--- config.mk ---
export PLATFORM = sky130hd
export DESIGN_NAME = xgmii_rx_frame_arbiter
export DESIGN_NICKNAME = d
export VERILOG_FILES = /design/src/rtl/xgmii_pkg.sv /design/src/rtl/xgmii_arb_stats.sv /design/src/rtl/xgmii_rx_frame_arbiter.sv
export SDC_FILE = /design/constraint.sdc
export NUM_CORES = 1
export LEC_CHECK = 0
export ABC_AREA = 1
export BUFFER_PORTS_ARGS = -buffer_cell sky130_fd_sc_hd__buf_2
export CORE_AREA = 2 2 88 90
export DETAILED_ROUTE_END_ITERATION = 12
export DIE_AREA = 0 0 90 92
export PLACE_DENSITY = 0.7
export SKIP_CTS_REPAIR_TIMING = 1
export SLEW_MARGIN = 20
export SYNTH_ARGS = -nofsm -noshare
export SYNTH_HDL_FRONTEND = slang
export SYNTH_SLANG_ARGS = --single-unit
--- constraint.sdc ---
create_clock -name sys_clk -period 2.3 [get_ports sys_clk]
set_input_delay 0.115 -clock sys_clk [delete_from_list [all_inputs] [get_ports sys_clk]]
set_output_delay 0.115 -clock sys_clk [all_outputs]
set_load 0.02 [all_outputs]
--- src/rtl/xgmii_pkg.sv ---
`default_nettype none
// ============================================================================
//  Module      : xgmii_pkg
//  Description : XGMII control characters, the synthetic terminate word and
//                the arbiter state encoding shared by the RX frame arbiter.
//  Revision    : 1.0  initial release
// ============================================================================
package xgmii_pkg;

    localparam logic [7:0]  XGMII_START = 8'hFB;
    localparam logic [7:0]  XGMII_TERM  = 8'hFD;
    localparam logic [7:0]  XGMII_IDLE  = 8'h07;

    // Terminate in lane 0 followed by idles on all remaining lanes.
    localparam logic [71:0] ABORT_WORD  = {8'hFF, {7{XGMII_IDLE}}, XGMII_TERM};

    typedef enum logic [1:0] {
        ST_IDLE  = 2'd0,
        ST_PASS  = 2'd1,
        ST_ABORT = 2'd2,
        ST_DROP  = 2'd3
    } arb_state_t;

    function automatic logic is_sof(input logic [7:0] rxc, input logic [7:0] rxd_lane0);
        return rxc[0] && (rxd_lane0 == XGMII_START);
    endfunction

    // Any control lane marks a word as a potential frame end.
    function automatic logic has_ctrl(input logic [7:0] rxc);
        return rxc != 8'h00;
    endfunction

endpackage
`default_nettype wire

--- src/rtl/xgmii_arb_stats.sv ---
`default_nettype none
// ============================================================================
//  Module      : xgmii_arb_stats
//  Description : Wrapping event counters for the XGMII RX frame arbiter.
//                Instantiated only when XGMII_ARB_STATS_EN is defined.
//  Revision    : 1.0  initial release
// ============================================================================
module xgmii_arb_stats #(
    parameter int CNT_W = 32
) (
    input  logic             clk,
    input  logic             rst,
    input  logic             frm0_inc,
    input  logic             frm1_inc,
    input  logic             trunc_inc,
    input  logic             junk_inc,
    output logic [CNT_W-1:0] stat_frm0,
    output logic [CNT_W-1:0] stat_frm1,
    output logic [CNT_W-1:0] stat_trunc,
    output logic [CNT_W-1:0] stat_junk
);

    always_ff @(posedge clk or posedge rst) begin
        if (rst) begin
            stat_frm0  <= '0;
            stat_frm1  <= '0;
            stat_trunc <= '0;
            stat_junk  <= '0;
        end else begin
            if (frm0_inc)  stat_frm0  <= stat_frm0  + 1'b1;
            if (frm1_inc)  stat_frm1  <= stat_frm1  + 1'b1;
            if (trunc_inc) stat_trunc <= stat_trunc + 1'b1;
            if (junk_inc)  stat_junk  <= stat_junk  + 1'b1;
        end
    end

endmodule
`default_nettype wire

--- src/rtl/xgmii_rx_frame_arbiter.sv ---
`default_nettype none
// ============================================================================
//  Module      : xgmii_rx_frame_arbiter
//  Description : Frame-granular 2:1 round-robin merge of two FWFT XGMII-RX
//                FIFOs with max-length truncation and junk discard.
//                Optional counters: define XGMII_ARB_STATS_EN.
//  Revision    : 1.0  initial release
// ============================================================================
module xgmii_rx_frame_arbiter
    import xgmii_pkg::*;
#(
    parameter int MAX_WORDS = 192
`ifdef XGMII_ARB_STATS_EN
   ,parameter int CNT_W     = 32
`endif
) (
    input  logic        sys_clk,
    input  logic        sys_rst,
    input  logic [71:0] rx0_dout,
    input  logic        rx0_empty,
    output logic        rx0_rd_en,
    input  logic [71:0] rx1_dout,
    input  logic        rx1_empty,
    output logic        rx1_rd_en,
    output logic [71:0] din,
    input  logic        full,
    output logic        wr_en,
    output logic        busy
`ifdef XGMII_ARB_STATS_EN
   ,output logic [CNT_W-1:0] stat_frm0,
    output logic [CNT_W-1:0] stat_frm1,
    output logic [CNT_W-1:0] stat_trunc,
    output logic [CNT_W-1:0] stat_junk
`endif
);

    localparam int                WCNT_W    = $clog2(MAX_WORDS);
    localparam logic [WCNT_W-1:0] CNT_LAST  = WCNT_W'(MAX_WORDS - 1);
    localparam logic [WCNT_W-1:0] CNT_ABORT = WCNT_W'(MAX_WORDS - 2);

    arb_state_t        state;
    logic              sel;
    logic              last;
    logic [WCNT_W-1:0] word_cnt;

    logic [71:0] head_sel;
    logic        empty_sel;
    logic        sof0;
    logic        sof1;
    logic        junk0;
    logic        junk1;
    logic        any_sof;
    logic        pick;
    logic        xfer;
    logic        eof_hit;
    logic        abort_hit;
    logic        drop_pop;
    logic        drop_end;

    assign head_sel  = sel ? rx1_dout  : rx0_dout;
    assign empty_sel = sel ? rx1_empty : rx0_empty;

    assign sof0  = !rx0_empty &&  is_sof(rx0_dout[71:64], rx0_dout[7:0]);
    assign sof1  = !rx1_empty &&  is_sof(rx1_dout[71:64], rx1_dout[7:0]);
    assign junk0 = !rx0_empty && !is_sof(rx0_dout[71:64], rx0_dout[7:0]);
    assign junk1 = !rx1_empty && !is_sof(rx1_dout[71:64], rx1_dout[7:0]);

    // On a tie the port that did not finish the previous frame wins.
    assign any_sof = sof0 || sof1;
    assign pick    = (sof0 && sof1) ? ~last : sof1;

    // The SOF word itself carries a control lane, so it never counts as EOF.
    assign xfer      = (state == ST_PASS) && !empty_sel && !full;
    assign eof_hit   = xfer && has_ctrl(head_sel[71:64]) && (word_cnt != '0);
    assign abort_hit = xfer && !eof_hit && (word_cnt == CNT_ABORT);
    assign drop_pop  = (state == ST_DROP) && !empty_sel;
    assign drop_end  = drop_pop && has_ctrl(head_sel[71:64]);

    always_ff @(posedge sys_clk or posedge sys_rst) begin
        if (sys_rst) begin
            state    <= ST_IDLE;
            sel      <= 1'b0;
            last     <= 1'b1;
            word_cnt <= '0;
        end else begin
            case (state)
                ST_IDLE: begin
                    if (any_sof) begin
                        sel      <= pick;
                        word_cnt <= '0;
                        state    <= ST_PASS;
                    end
                end
                ST_PASS: begin
                    if (xfer) begin
                        if (word_cnt != CNT_LAST) begin
                            word_cnt <= word_cnt + 1'b1;
                        end
                        if (eof_hit) begin
                            state <= ST_IDLE;
                            last  <= sel;
                        end else if (abort_hit) begin
                            state <= ST_ABORT;
                        end
                    end
                end
                ST_ABORT: begin
                    if (!full) begin
                        state <= ST_DROP;
                    end
                end
                ST_DROP: begin
                    if (drop_end) begin
                        state <= ST_IDLE;
                        last  <= sel;
                    end
                end
                default: state <= ST_IDLE;
            endcase
        end
    end

    // Pops are suppressed while reset is held so no word is lost mid-reset.
    always_comb begin
        rx0_rd_en = 1'b0;
        rx1_rd_en = 1'b0;
        wr_en     = 1'b0;
        din       = '0;
        if (!sys_rst) begin
            case (state)
                ST_IDLE: begin
                    rx0_rd_en = junk0;
                    rx1_rd_en = junk1;
                end
                ST_PASS: begin
                    if (xfer) begin
                        wr_en     = 1'b1;
                        din       = head_sel;
                        rx0_rd_en = !sel;
                        rx1_rd_en = sel;
                    end
                end
                ST_ABORT: begin
                    if (!full) begin
                        wr_en = 1'b1;
                        din   = ABORT_WORD;
                    end
                end
                ST_DROP: begin
                    if (drop_pop) begin
                        rx0_rd_en = !sel;
                        rx1_rd_en = sel;
                    end
                end
                default: ;
            endcase
        end
    end

    assign busy = (state != ST_IDLE);

`ifdef XGMII_ARB_STATS_EN
    logic junk_pop;

    assign junk_pop = (state == ST_IDLE) && (junk0 || junk1);

    xgmii_arb_stats #(
        .CNT_W      (CNT_W)
    ) u_stats (
        .clk        (sys_clk),
        .rst        (sys_rst),
        .frm0_inc   (eof_hit && !sel),
        .frm1_inc   (eof_hit &&  sel),
        .trunc_inc  (abort_hit),
        .junk_inc   (junk_pop),
        .stat_frm0  (stat_frm0),
        .stat_frm1  (stat_frm1),
        .stat_trunc (stat_trunc),
        .stat_junk  (stat_junk)
    );
`endif

endmodule
`default_nettype wire

==> results.yml <==
outcome:
  outcome: "finished, final reports clean"
floorplanning:
  core_area_sq_um: 7450
  initial_utilization_pct: 29.9
  rows: 32
  die_h_um: 92
  fp.dieW_um: 90
  dieArea_sq_um: 8280
  ios: 225
pwr:
  p_switching_w: 0.000901
  pwr-share-seq_pct: 18.8
  ir_drop_uv: 281
  internal_power_w: 0.000806
  powerDensity_nw_per_um2: 488
  p_leak_nw: 2.13
  p_comb_share_pct: 69.2
  clkPwrFrac_pct: 12.0
  switching_share_pct: 52.8
setup_path:
  reg2reg_to: "state[0]"
  critPathKind: "reg2out"
  ff2ff_path_depth: 12
  cp-start-kind: "register"
  reg2reg_slack_ns: 0.39
  critPathArrivalTime_ns: 2.10
  critPathRequiredTime_ns: 2.18
  critPathLaunch: "state[0]"
  timing.rr.start: "sel"
  end_kind: "output port"
  critical_path.endpoint: "din[0]"
  cp_max_fo: 36
sta:
  setup_viol_count_final: 0
  fmax_mhz: 451
  min_period_ns: 2.22
  finClkSkew_ns: 0.00901
  slew_headroom_pct: 62.6
  rsz0062_at_grt: "false"
  hold_viol_final: 0
  min_period_over_period_pct: 96.4
  slew_violations: 0
  fin_hold_ws_ns: 0.270
  fin_tns_setup_ns: 0
  tightest_slew_ns: 0.558
layout:
  area.sequential_sq_um: 303
  area_growth_pct: 57.1
  multiInputGateArea_sq_um: 1640
  nets: 800
  final_common_cell: "buf_2"
  final_cell_mix: "buf_2 (224), nand2_1 (193), a21oi_1 (50), inv_1 (39), a31oi_1 (29)"
  n_fill_cell: 790
  layout-drive-gt1-share_pct: 40.0
grt:
  grt_overflow: 0
  grt_max_degree: 44
  grt_pass1_vias: 3141
  grt_pass1_wl_mm: 15.0
  track_usage_pct: 21.7
  antenna_found_initial: 1
detailed_routing:
  totalWireLength_mm: 9.59
  drc_errors: 0
  wl_per_cell_um: 12.9
  dr.pass1.iters: 5
  vias: 3538
  drtIter0Drc: 161
  viasPerCell: 4.74
  ant_nets: 0
synth:
  syn_area_sq_um: 2230
  seq_area_frac_synth_pct: 13.5
  synth-main-ff-cell: "dfrtp_1"
  ys_seq_elements: 12
  synth_area_per_cell_sq_um: 5.18
  synth_nets: 586
  ys_warn_count: 0
  synthCells: 430
  post_synth_num_cell_types: 29
  async_flop_share_pct: 100
  synth_edf_count: 0
clock_tree:
  clock-sinks: 12
  htree_levels: 1
  clk_latency_ns: 0.25
  cts_buffers: 3
  cts_tree: "built"
  clk_pin_slew_worst_paths_ns: 0.06
  ctsLongestPathBuffers: 2
  root_buffer: "clkbuf_8"
run:
  cap_violations: 0
placed_design:
  gp_congestion: 0.877
  port_buffers: 224
  dp_hpwl_mm: 7.64
hold_path:
  hold_start: "rx1_empty"
  hp-class: "in2reg"
==> power by group through the flow <==
stage,clock network (W),logic [W],registers [W]
4_1_cts,0.000215,0.00116,0.000320
3_5_place_dp,0,0.00115,0.000324
6_report,0.000205,0.00118,0.000321
3_3_place_gp,0,0.00114,0.000321
2_1_floorplan,0,0.000779,0.000313
5_1_grt,0.000222,0.00133,0.000329
==> synth_stat cells (all sizes together), types with 2 or more instances <==
library cell | n | share of area, %
nor2 | 19 | 3.3
nand4 | 7 | 2.0
nand2 | 199 | 34
o31ai | 4 | 1.3
a31oi | 29 | 8.1
dfrtp | 11 | 12
nor3 | 2 | 0.45
clkbuf | 13 | 2.2
buf | 13 | 3.8
xor2 | 3 | 1.2
inv | 46 | 7.9
a21oi | 50 | 11
o21ai | 11 | 3.1
nand3 | 13 | 2.9
ha | 7 | 3.9
==> cell families (layout without fill, tap and decap cells) <==
logic type                 Yosys count  after routing  synth area share [%]
xor gates and xnor gates             4              4                  1.57
other                                0              1                     0
AOI/OAI and AO/OA                   94             95                  23.9
and+or+nand+nor                    240            240                  43.1
buffers and inverters               73            285                  14.0
adders and majority gates            7              7                  3.93
DFF                                 12             12                  13.5
==> metal layers <==
layer	vias to the layer above	routed length, um	GRT usage (%)
met5	-	0	0
met1	1544	4140	29.7
li1	1809	-	-
met4	0	134	4.49
met3	11	937	5.09
met2	174	4380	34.9
==> through the flow <==
stage               worst slack (ns)  utilization (%)  area (sq um)  total power (W)  instances
floorplan                      0.412                -          2230          0.00109        430
global placement               0.288             45.8          3410          0.00146        739
detailed placement             0.182             45.8          3410          0.00148        739
CTS                          -0.0911             46.4          3460          0.00169        743
global route                 0.00426             47.0          3500          0.00188        745
finish                        0.0837             47.0          3500          0.00171        746
==> critical path: stages (launching register included) <==
cell and delay [ns]:
dfrtp_1 0.43, inv_1 0.10, ha_1 0.19, inv_1 0.08, nor2_2 0.26, clkinv_1 0.10
buf_4 0.26, a31oi_1 0.22, buf_2 0.20
==> sequential cells by signal (all words and copies together), names as in the netlist, named ones only <==
signal,count
state,1
last,1
word_cnt,8
sel,1
==> area by class of cell <==
cell class / instances / area share, %
well taps: 102 / 3.65
clock buffers: 4 / 1.29
multi-input cells: 346 / 46.7
flip-flops and latches: 12 / 8.65
repair buffers: 234 / 34.5
diodes: 1 / 0.0715
inverters: 47 / 5.18
==> how the worst min path moves through the flow <==
stage	to	slack [ns]	cells past startpoint
3_5_place_dp	word_cnt[3]	0.14	3
5_1_grt	sel	0.32	4
4_1_cts	word_cnt[3]	-0.13	3
3_3_place_gp	word_cnt[3]	0.14	3
6_report	sel	0.27	4
2_1_floorplan	asynchronous set/reset pin	-0.01	1
Note: power is estimated with default switching activity, not from simulation.
